===== config.mk =====
export PLATFORM = sky130hd
export DESIGN_NAME = draw_sequencer
export DESIGN_NICKNAME = d
export VERILOG_FILES = /design/src/rtl/draw_sequencer.sv
export SDC_FILE = /design/constraint.sdc
export NUM_CORES = 1
export LEC_CHECK = 0
export ABC_AREA = 1
export CORE_MARGIN = 1.5
export CORE_UTILIZATION = 42
export CTS_BUF_LIST = sky130_fd_sc_hd__clkbuf_2
export DETAILED_ROUTE_END_ITERATION = 6
export GPL_ROUTABILITY_DRIVEN = 0
export PLACE_DENSITY = 0.77
export RECOVER_POWER = 25
export SLEW_MARGIN = 20
export SYNTH_ARGS = -nofsm -noshare
export SYNTH_HDL_FRONTEND = slang
export SYNTH_SLANG_ARGS = --single-unit

===== constraint.sdc =====
create_clock -name clock -period 2.27 [get_ports clock]
set_input_delay 0.3405 -clock clock [delete_from_list [all_inputs] [get_ports clock]]
set_output_delay 0.3405 -clock clock [all_outputs]
set_load 0.02 [all_outputs]

===== src/rtl/draw_sequencer.sv =====
// draw_sequencer
// Frame-level initiator for the draw engines that write VGA memory. Each
// frame_start runs the map engine (only when a redraw is pending), then the
// player sprite engine, then the enemy sprite engine, one at a time through
// an enable/done handshake. The active engine's pixel stream is forwarded
// onto a single registered VGA write port.
//
// Ports:
//   clock, resetn            system clock, asynchronous active-low reset
//   frame_start, map_redraw  single-cycle requests from game control
//   <eng>_enable / <eng>_done  handshake per engine (map, pl, en)
//   <eng>_x/_y/_colour/_write  engine pixel outputs (9/8/6/1 bits)
//   vga_x/y/colour/plot      registered VGA write port
//   busy, frame_done         sequencer status
//   timeout_err, overrun_err sticky error flags, cleared only by reset
module draw_sequencer #(
  parameter logic [16:0] TIMEOUT = 17'd65535
) (
  input  logic       clock,
  input  logic       resetn,
  input  logic       frame_start,
  input  logic       map_redraw,
  output logic       map_enable,
  input  logic       map_done,
  input  logic [8:0] map_x,
  input  logic [7:0] map_y,
  input  logic [5:0] map_colour,
  input  logic       map_write,
  output logic       pl_enable,
  input  logic       pl_done,
  input  logic [8:0] pl_x,
  input  logic [7:0] pl_y,
  input  logic [5:0] pl_colour,
  input  logic       pl_write,
  output logic       en_enable,
  input  logic       en_done,
  input  logic [8:0] en_x,
  input  logic [7:0] en_y,
  input  logic [5:0] en_colour,
  input  logic       en_write,
  output logic [8:0] vga_x,
  output logic [7:0] vga_y,
  output logic [5:0] vga_colour,
  output logic       vga_plot,
  output logic       busy,
  output logic       frame_done,
  output logic       timeout_err,
  output logic       overrun_err
);

  typedef enum logic [2:0] {
    IDLE, MAP, MAP_ACK, PL, PL_ACK, EN, EN_ACK, FIN
  } state_t;

  state_t      state_q, state_d;
  logic [16:0] wdog_q, wdog_d, wdog_inc;
  logic        wd_hit;
  logic        map_pending_q, map_pending_d;
  logic        timeout_err_q, timeout_err_d;
  logic        overrun_err_q, overrun_err_d;
  logic        map_enable_q, map_enable_d;
  logic        pl_enable_q, pl_enable_d;
  logic        en_enable_q, en_enable_d;
  logic        busy_q, busy_d;
  logic        frame_done_q, frame_done_d;
  logic [8:0]  vga_x_q, vga_x_d;
  logic [7:0]  vga_y_q, vga_y_d;
  logic [5:0]  vga_colour_q, vga_colour_d;
  logic        vga_plot_q, vga_plot_d;

  always_comb begin
    // Saturating increment; the hit test looks at the post-increment value
    // so an engine stays enabled for exactly TIMEOUT cycles.
    wdog_inc      = (wdog_q == '1) ? wdog_q : wdog_q + 17'd1;
    wd_hit        = (wdog_inc >= TIMEOUT);
    state_d       = state_q;
    wdog_d        = wdog_q;
    map_pending_d = map_pending_q;
    timeout_err_d = timeout_err_q;
    overrun_err_d = overrun_err_q;
    vga_x_d       = vga_x_q;
    vga_y_d       = vga_y_q;
    vga_colour_d  = vga_colour_q;
    vga_plot_d    = 1'b0;

    case (state_q)
      IDLE: begin
        if (frame_start) begin
          state_d = map_pending_q ? MAP : PL;
          wdog_d  = '0;
        end
      end
      MAP: begin
        wdog_d       = wdog_inc;
        vga_x_d      = map_x;
        vga_y_d      = map_y;
        vga_colour_d = map_colour;
        vga_plot_d   = map_write;
        if (map_done) begin
          state_d       = MAP_ACK;
          map_pending_d = 1'b0;
        end else if (wd_hit) begin
          state_d       = MAP_ACK;
          timeout_err_d = 1'b1;
        end
      end
      MAP_ACK: begin
        if (!map_done) begin
          state_d = PL;
          wdog_d  = '0;
        end
      end
      PL: begin
        wdog_d       = wdog_inc;
        vga_x_d      = pl_x;
        vga_y_d      = pl_y;
        vga_colour_d = pl_colour;
        vga_plot_d   = pl_write;
        if (pl_done) begin
          state_d = PL_ACK;
        end else if (wd_hit) begin
          state_d       = PL_ACK;
          timeout_err_d = 1'b1;
        end
      end
      PL_ACK: begin
        if (!pl_done) begin
          state_d = EN;
          wdog_d  = '0;
        end
      end
      EN: begin
        wdog_d       = wdog_inc;
        vga_x_d      = en_x;
        vga_y_d      = en_y;
        vga_colour_d = en_colour;
        vga_plot_d   = en_write;
        if (en_done) begin
          state_d = EN_ACK;
        end else if (wd_hit) begin
          state_d       = EN_ACK;
          timeout_err_d = 1'b1;
        end
      end
      EN_ACK: begin
        if (!en_done) begin
          state_d = FIN;
        end
      end
      FIN:     state_d = IDLE;
      default: state_d = IDLE;
    endcase

    // A redraw request overrides the clear from a completed map draw.
    if (map_redraw) begin
      map_pending_d = 1'b1;
    end
    if (frame_start && busy_q) begin
      overrun_err_d = 1'b1;
    end

    // Status and enables are registered from the next state so they are
    // glitch-free and track the state register exactly.
    map_enable_d = (state_d == MAP);
    pl_enable_d  = (state_d == PL);
    en_enable_d  = (state_d == EN);
    busy_d       = (state_d != IDLE);
    frame_done_d = (state_d == FIN);
  end

  always_ff @(posedge clock or negedge resetn) begin
    if (!resetn) begin
      state_q       <= IDLE;
      wdog_q        <= '0;
      map_pending_q <= 1'b1;
      timeout_err_q <= 1'b0;
      overrun_err_q <= 1'b0;
      map_enable_q  <= 1'b0;
      pl_enable_q   <= 1'b0;
      en_enable_q   <= 1'b0;
      busy_q        <= 1'b0;
      frame_done_q  <= 1'b0;
      vga_x_q       <= '0;
      vga_y_q       <= '0;
      vga_colour_q  <= '0;
      vga_plot_q    <= 1'b0;
    end else begin
      state_q       <= state_d;
      wdog_q        <= wdog_d;
      map_pending_q <= map_pending_d;
      timeout_err_q <= timeout_err_d;
      overrun_err_q <= overrun_err_d;
      map_enable_q  <= map_enable_d;
      pl_enable_q   <= pl_enable_d;
      en_enable_q   <= en_enable_d;
      busy_q        <= busy_d;
      frame_done_q  <= frame_done_d;
      vga_x_q       <= vga_x_d;
      vga_y_q       <= vga_y_d;
      vga_colour_q  <= vga_colour_d;
      vga_plot_q    <= vga_plot_d;
    end
  end

  assign map_enable  = map_enable_q;
  assign pl_enable   = pl_enable_q;
  assign en_enable   = en_enable_q;
  assign busy        = busy_q;
  assign frame_done  = frame_done_q;
  assign timeout_err = timeout_err_q;
  assign overrun_err = overrun_err_q;
  assign vga_x       = vga_x_q;
  assign vga_y       = vga_y_q;
  assign vga_colour  = vga_colour_q;
  assign vga_plot    = vga_plot_q;

endmodule


**Word-level counts from Yosys, hierarchy flattened**

Index checks and enable logic that the tools add are counted.
Widths: inputs -> output; s select.

- Register bits after elaboration: 52
- Input bits: 79
- Output and inout bits: 31
- Word-level logic and storage cells: 74

- $add $sub $neg: 1
- Order comparisons: 1
- Equal/unequal tests: 18
- Mux-type cells: 29
- Reductions and logical operators: 11

Operators by type and width:

| kind | number |
|---|---|
| $mux 17 | 4 |
| $pmux 17 s4 | 1 |
| $mux 3 | 10 |
| $pmux 9 s3 | 1 |
| $pmux 3 s8 | 1 |
| $pmux 8 s3 | 1 |
| $eq 3x3->1 const B | 6 |
| $pmux 6 s3 | 1 |
| $add 17x1->17 const B | 1 |
| $eq 17x17->1 const B | 1 |
| $ge 17x16->1 const B | 1 |
| $ne 2x2->1 const B | 6 |
| $eq 3x2->1 const B | 3 |
| $reduce_and 4->1 | 2 |
| $mux 1 | 7 |
| $eq 3x1->1 const B | 2 |
| $pmux 1 s3 | 2 |
| $reduce_bool 3->1 | 2 |
| $reduce_bool 2->1 | 2 |
| $reduce_bool 4->1 | 1 |
| $logic_not 3->1 | 1 |
| $reduce_or 3->1 | 1 |
| $mux 2 | 1 |
| $reduce_and 2->1 | 1 |
| $logic_and 1x1->1 | 1 |

**Logic depth before layout (Yosys ltp)**

Gate-level depths: netlist of the first run.

- Word-level depth: 7
- Gate-level depth with buffers: 18

**Worst setup path before layout of the first run**

Ideal clock, no wire load.

- Path type: register to register
- Start point: register wdog_q[1]
- End point: register busy_q, in the netlist busy
- Setup time: 0.119 ns
- Data arrival time: 2.001 ns
- Data required time: 2.151 ns
- Setup slack: 0.150 ns
- Cell stages (with the launch flop): 18
- Path buffers: 1
- Clock period less this slack: 2.120 ns
- Cells stage by stage: dfrtp_1 -> ha_1 -> nand2_2 -> nor2_4 -> nand2_4 -> nor2_4 -> nand2_2 -> buf_6 -> o21ai_1 -> nand2_1 -> nor3_2 -> nand2_2 -> nand2_2 -> o21ai_1 -> nand2_2 -> inv_2 -> nor2_1 -> nand2_1

- Longest elaborated chain between the ends: 7

RTL lines:

| item | RTL line | RTL |
|---|---|---|
| from (decl) | 56 | `logic [16:0] wdog_q, wdog_d, wdog_inc;` |
| from (signal assigned) | 189 | `wdog_q <= wdog_d;` |
| $add 17x1->17 or $eq 17x17->1 (tied branches) | 74 | `wdog_inc = (wdog_q == '1) ? wdog_q : wdog_q + 17'd1;` |
| $mux 17 * | 74 |  |
| $ge 17x16->1 * | 75 | `wd_hit = (wdog_inc >= TIMEOUT);` |
| $mux 3, on equally long branches | 140, 102, 121 |  |
| $mux 3, on equally long branches | 138, 119, 99 |  |
| $pmux 3 s8 * | 86 | `case (state_q)` |
| via state_d[0] | 55 | `state_t state_q, state_d;` |
| $reduce_bool 3->1 * | 167 | `busy_d = (state_d != IDLE);` |
| via busy_d | 64 | `logic busy_q, busy_d;` |
| to (signal assigned) | 196 | `busy_q <= busy_d;` |
| to (decl) | 64 |  |

Mark *: on every way through the listed nets, which the timed path passes. The rest lies on a longest branch.
A chain may end at the register's enable or synchronous reset.

**Worst setup path after layout of the first run**

- Start point: register wdog_q[1]
- End point: register pl_enable_q, in the netlist pl_enable

- Longest elaborated chain between the ends: 7

RTL lines:

| item | RTL line | RTL |
|---|---|---|
| $add 17x1->17 or $eq 17x17->1 (tied branches) | 74 |  |
| $mux 17 * | 74 |  |
| $ge 17x16->1 * | 75 |  |
| $mux 3, on equally long branches | 140, 102, 121 |  |
| $mux 3, on equally long branches | 138, 119, 99 |  |
| $pmux 3 s8 * | 86 |  |
| via state_d[0] | 55 |  |
| $eq 3x2->1 * | 165 | `pl_enable_d = (state_d == PL);` |
| via pl_enable_d | 62 | `logic pl_enable_q, pl_enable_d;` |
| to (signal assigned) | 194 | `pl_enable_q <= pl_enable_d;` |
| to (decl) | 62 |  |

Marks and branches as above.

==> results of run 1 <==
-- sequential cells by signal (all words and copies together) (netlist names) --
register	count
vga_plot	1
overrun_err	1
vga_y	8
busy	1
state_q	3
en_enable	1
timeout_err	1
pl_enable	1
vga_x	9
frame_done	1
map_pending_q	1
vga_colour	6
map_enable	1
wdog_q	17
-- power by group through the flow --
stage	Sequential [mW]	Clock, mW	Combinational (mW)
2_1_floorplan	1.73	0	1.29
3_3_place_gp	1.45	0	2.62
3_5_place_dp	1.46	0	2.67
4_1_cts	1.44	0.383	2.69
5_1_grt	1.50	0.414	3.03
6_report	1.46	0.370	2.79
-- worst max-delay path, delay by kind of cell, from the launching register on --
family                 cells  cell delay [ns]
AOI/OAI and AO/OA          2             0.35
buffers and inverters      4             0.37
DFF                        1             0.47
and+or+nand+nor           12             1.10
-- through the flow --
step	cells	setup TNS, ns
floorplan	397	0
global placement	597	0
detailed placement	597	-0.2331
CTS	607	0
global route	619	-0.6726
finish	619	-0.1066
-- cell type report --
type,count,area (sq um),area share [%]
clock buffers,6,30.03,0.6708
clock inverters,2,11.26,0.2515
inverters,32,120.1,2.683
multi-input cells,297,1620,36.19
flip-flops and latches,52,1303,29.09
well taps,96,120.1,2.683
repair buffers,134,1272,28.42
-- routing by layer --
| layer | vias up | part of all wire (%) | global-route usage (%) |
|---|---|---|---|
| li1 | 1586 | - | - |
| met1 | 1587 | 40 | 27.95 |
| met2 | 162 | 50 | 39.16 |
| met3 | 31 | 7.3 | 5.687 |
| met4 | 0 | 2.6 | 7.937 |
| met5 | - | 0 | 0 |
-- worst min path at each step --
stage	startpoint	cells after the start	slack [ns]	end
global placement	resetn	1	0.38	wdog_q[11]
global route	map_redraw	2	0.39	map_pending_q
CTS	resetn	2	0.40	wdog_q[7]
finish	map_redraw	2	0.44	map_pending_q
floorplan	resetn	0	0.04	busy
detailed placement	resetn	1	0.38	wdog_q[11]
-- logic make-up (layout without fill, tap and decap cells) --
logic type,after synthesis,in the layout
flip-flops,52,52
AND/OR/NAND/NOR,220,221
XOR/XNOR,4,4
adder cells (fa/ha/maj),1,1
AO/OA/AOI/OAI,71,71
buffers and inverters,49,174
-- what timing repair did --
item	CTS	global route
hold endpoints to repair	23	0
setup endpoints to repair	4	5
hold buffers	1	0
pin swaps	0	14
resized for setup	6	25
cloned	0	1
setup buffers	1	11
-- placed cells by master, fill, tap and decap left out, types with 2 or more instances in the layout --
cell and count:
a21o_1 4, o21ai_0 13, a41oi_1 10, inv_2 2, nor3_2 2, nor2_2 4
nand3_2 4, o21ai_2 2, a221oi_1 13, dfrtp_1 51, nand4_1 7, nand2_2 8
nand2_4 4, buf_4 23, a22o_1 2, nor2_1 45, inv_1 30, xor2_1 3
clkbuf_2 7, a21oi_1 18, nand3_1 36, o21ai_1 5, clkdlybuf4s50_1 108, nor2_4 8
nand2_1 98
==> metrics.yaml, run 1 <==
status: "finished with violations"
violations: "setup timing"
crit_chain: "buf_4 > buf_4 > nand2_1 > nor2_4 > nand2_4 > o21ai_1 > nand3_2 > nand2_1 > inv_1 > nand2_1 > nor2_2 > nand2_2 > nand2_2 > o21ai_2 > nand2_2 > inv_2 > nand2_1 > nor2_1"
utilization_pct: 65.53
fin_area_sq_um: 4477
worstPathMaxFanout: 5
postSynthCellCount: 397
ys_seq_area_share_pct: 43.63
finalSetupViolCount: 2
areaGrowthSynthToFinish_pct: 49.96
wl_mm: 9.328
synth_edf_count: 0
p_switching_mw: 2.138
pwr-share-comb_pct: 60.4
synth_commonest_cells: "103 x nand2_1, 53 x nor2_1, 51 x dfrtp_1, 39 x nand3_1, 31 x inv_1"
crit_top_cell: "nand2_1"
maxCapViolations: 0
worstSkewPairLatency_ns: 0.42
startpoint: "wdog_q[1]"
clock_skew_ns: 0.02509
syn_avg_cell_area_sq_um: 7.520
drc_errors: 0
rsz0062_at_grt: "yes"
hold_violations: 0
syn_area_sq_um: 2985
yosysTopAreaCellShare_pct: 42.75
required_ns: 2.64
via_count: 3366
drive_gt1_share_pct: 13.19
synth_warnings: 0
critPathArrivalTime_ns: 2.71
syn-num-nets: 477
tightest_slew_ns: 1.382
power_mw: 4.619
synth_area_leaders: "dfrtp_1 43%, nand2_1 13%, nor2_1 6.7%"
dp_slack_ns: -0.1027
netSwitchingFraction_pct: 46.29
synth_cell_types: 35
grt_pass1_vias: 3113
worstSetupPathType: "register to register"
clock-sinks: 52
clk_pin_slew_worst_paths_ns: 0.26
htree_levels: 2
drv_slew: 0
muxShareOfSynthArea_pct: 0
numCtsBuffers: 5
coreArea_sq_um: 6832
overflow: 0
synth_compound_area_share_pct: 15.80
antenna_found_initial: 0
synth_adder_area_share_pct: 0.4191
die_y_um: 87.31
root_buffer: "clkbuf_2"
first_iter_violations: 233
synthSimpleGateAreaFrac_pct: 32.56
fmax_ghz: 0.4277
final_antenna_net_count: 0
fp-row-count: 30
io_buffers: 109
synth_top_family_by_area: "simple AND/OR/NAND/NOR gates"
rr_worst_depth: 18
synth-xor-area-share_pct: 1.174
synth.largest_area_cell: "dfrtp_1"
hold_slack_ns: 0.4364
antenna_cells: 0
r2r-start: "wdog_q[1]"
grt_start_max_net_pins: 42
dp_hpwl_mm: 6.443
p_leak_nw: 1.962
clock_power_share_pct: 8.0
peakVddDrop_v: 0.0006203
critPathCapture: "pl_enable"
io_pins: 110
slowest_delay_ns: 0.47
pwr-share-seq_pct: 31.6
viasPerCell: 5.438
yosysMostFrequentCell: "nand2_1"
powerDensity_nw_per_um2: 1032
hold_path_class: "input pin to register"
max_slew_margin_pct: 7.870
synth-seq-cells: 52
worst_setup_path_end_kind: "register"
startpoint_type: "register"
crit_slowest_cell: "dfrtp_1"
period_share_pct: 103.0
clock_path_buffers: 2
timing.rr.end: "pl_enable"
synthArstFlopShare_pct: 100.0
synth_ff_type: "dfrtp_1"
cts_tree: "built"
firstDrtPassIters: 5
place_area_sq_um: 4218
grt_pass1_wl_mm: 13.88
fillers: 554
reg2reg_slack_ns: -0.07
timing.final.crit_period_ns: 2.338
finalWorstSetupSlack_ns: -0.06793
initial_core_util_pct: 43.70
die_x_um: 87.31
wl_per_cell_um: 15.07
track_usage_pct: 22.87
nets: 602
p_int_mw: 2.481
die-area_sq_um: 7623
No activity file was read; power rests on OpenSTA's default activity.
==> run 2, diff against run 1 <==
--- a/config.mk
+++ b/config.mk
@@ -11,6 +11,7 @@
 export CTS_BUF_LIST = sky130_fd_sc_hd__clkbuf_2
 export DETAILED_ROUTE_END_ITERATION = 6
 export GPL_ROUTABILITY_DRIVEN = 0
+export MAX_ROUTING_LAYER = met4
 export PLACE_DENSITY = 0.77
 export RECOVER_POWER = 25
 export SLEW_MARGIN = 20
==> run 2 against run 1 <==
The flow still finishes with violations (setup timing). Die area stayed put. Clock skew is 0.0050 ns higher. Combinational power hardly changed. Global-route usage is 0.68 points higher. Utilization is 0.40 points higher. Flip-flop and latch count stayed put. Clock power hardly changed. Sequential power hardly changed. Wire length is 1.4% higher. Worst setup slack better by 0.029 ns.
==> metrics.yaml, run 2 (synthesized netlist as in run 1, its figures left out) <==
status: "finished with violations"
violations: "setup timing"
rsz0062_at_grt: "yes"
crit_chain: "nand2_1 > nor2_1 > nand2_4 > nor2_1 > nand2_1 > nand2_1 > nand2_2 > nand3_1 > nor2_2 > nand2_2 > nand2_2 > o21ai_2 > nand2_2 > inv_2 > nand2_1 > nor2_1"
fin_area_sq_um: 4504
fp-row-count: 30
die_x_um: 87.31
grt_start_max_net_pins: 42
viasPerCell: 5.527
finalSetupViolCount: 3
clock_path_buffers: 2
critPathArrivalTime_ns: 2.69
initial_core_util_pct: 43.70
worstSkewPairLatency_ns: 0.43
path_buf_inv: 1
hold_violations: 0
antenna_cells: 0
clk_pin_slew_worst_paths_ns: 0.26
maxCapViolations: 0
firstDrtPassIters: 5
multiInputGateArea_sq_um: 1639
fillers: 553
hold_slack_ns: 0.4226
drc_errors: 0
startpoint_type: "register"
critPathTopFamily: "simple AND/OR/NAND/NOR gates"
seqCellArea_sq_um: 1304
slowest_delay_ns: 0.49
via_count: 3427
io_pins: 110
placed_cells: 597
worstSetupPathType: "register to register"
max_slew_margin_pct: 7.866
clock_skew_ns: 0.03007
final_antenna_net_count: 0
p_leak_nw: 1.966
wl_mm: 9.454
die_y_um: 87.31
coreArea_sq_um: 6832
tightest_slew_ns: 1.382
crit_slowest_cell: "dfrtp_1"
first_iter_violations: 226
fmax_ghz: 0.4331
clock-sinks: 52
timing.final.crit_period_ns: 2.309
final_cell_mix: "108 x clkdlybuf4s50_1, 95 x nand2_1, 50 x dfrtp_1"
worst_setup_path_end_kind: "register"
drive_gt1_share_pct: 14.69
peakVddDrop_v: 0.0006157
top_register: "wdog_q"
nets: 603
period_share_pct: 101.7
drv_slew: 0
areaGrowthSynthToFinish_pct: 50.88
cts_tree: "built"
dp_hpwl_mm: 6.443
layout_commonest_cell: "clkdlybuf4s50_1"
die-area_sq_um: 7623
finalWorstSetupSlack_ns: -0.03910
fin_cells: 620
grt_pass1_vias: 3115
htree_levels: 2
worstPathMaxFanout: 5
hold_path_class: "input pin to register"
antenna_found_initial: 0
root_buffer: "clkbuf_2"
track_usage_pct: 23.55
grt_pass1_wl_mm: 13.90
required_ns: 2.65
largest_reg_flops: 17
numCtsBuffers: 5
io_buffers: 109
powerDensity_nw_per_um2: 1031
place_area_sq_um: 4218
overflow: 0
wl_per_cell_um: 15.25
-- run 2: changes by cell type in the layout (fill, tap and decap cells not counted) --
cell | previous run | this run
nand3_2 | 4 | 5
nand2_1 | 98 | 95
dfrtp_1 | 51 | 50
nor2_1 | 45 | 44
nand2_2 | 8 | 11
o21ai_1 | 5 | 4
o21ai_2 | 2 | 3
dfrtp_2 | 0 | 1
buf_4 | 23 | 24
nor2_2 | 4 | 5
nand3_1 | 36 | 35
-- run 2: per-layer routing --
layer	GRT usage (%)	share of wire (%)
met5	-	0
met4	7.937	3.1
met3	4.739	7.8
met2	39.16	50
met1	28.55	39
-- run 2: power by group --
group	total, mW	internal [mW]	leakage (nW)	switching, mW
Sequential	1.46	1.24	0.634	0.220
Clock	0.370	0.0768	0.0266	0.294
Combinational	2.81	1.18	1.31	1.63
-- run 2: final cells by class --
type | instances | share of cell area, %
Clock buffer | 6 | 0.6667
Sequential cell | 52 | 28.94
Multi-Input combinational cell | 297 | 36.39
Timing Repair Buffer | 135 | 28.42
Inverter | 32 | 2.667
Clock inverter | 2 | 0.2500
Tap cell | 96 | 2.667
-- run 2: worst paths after layout --
kind / from / to / slack [ns] / cells past startpoint
worst max-delay path: wdog_q[3] / pl_enable / -0.04 / 16
worst min-delay path: map_redraw / map_pending_q / 0.42 / 2
worst max register to register: wdog_q[3] / pl_enable / -0.04 / 16
worst min register to register: timeout_err / timeout_err / 0.51 / 1
max in group asynchronous: resetn / wdog_q[2] / 0.54 / 3
min in group asynchronous: resetn / vga_colour[5] / 0.70 / 2
-- run 2: repair_timing --
| action | 4_1_cts | 5_1_grt |
|---|---|---|
| buffers inserted | 1 | 12 |
| resized for setup | 6 | 32 |
| pin swaps | 0 | 17 |
| endpoints found under the setup margin | 4 | 5 |
| hold buffers | 1 | 0 |
| endpoints found under the hold margin | 23 | 0 |
| gates cloned | 0 | 1 |
-- run 2: per-stage QoR --
step	total power, mW	setup TNS, ns	utilization (%)	setup WS [ns]
finish	4.643	-0.1065	65.93	-0.03910
global route	4.979	-0.7317	65.93	-0.2032
CTS	4.513	0	62.89	0.001162
detailed placement	4.124	-0.2331	61.74	-0.1027
global placement	4.077	0	61.74	0.1022
floorplan	3.019	0	-	0.1500
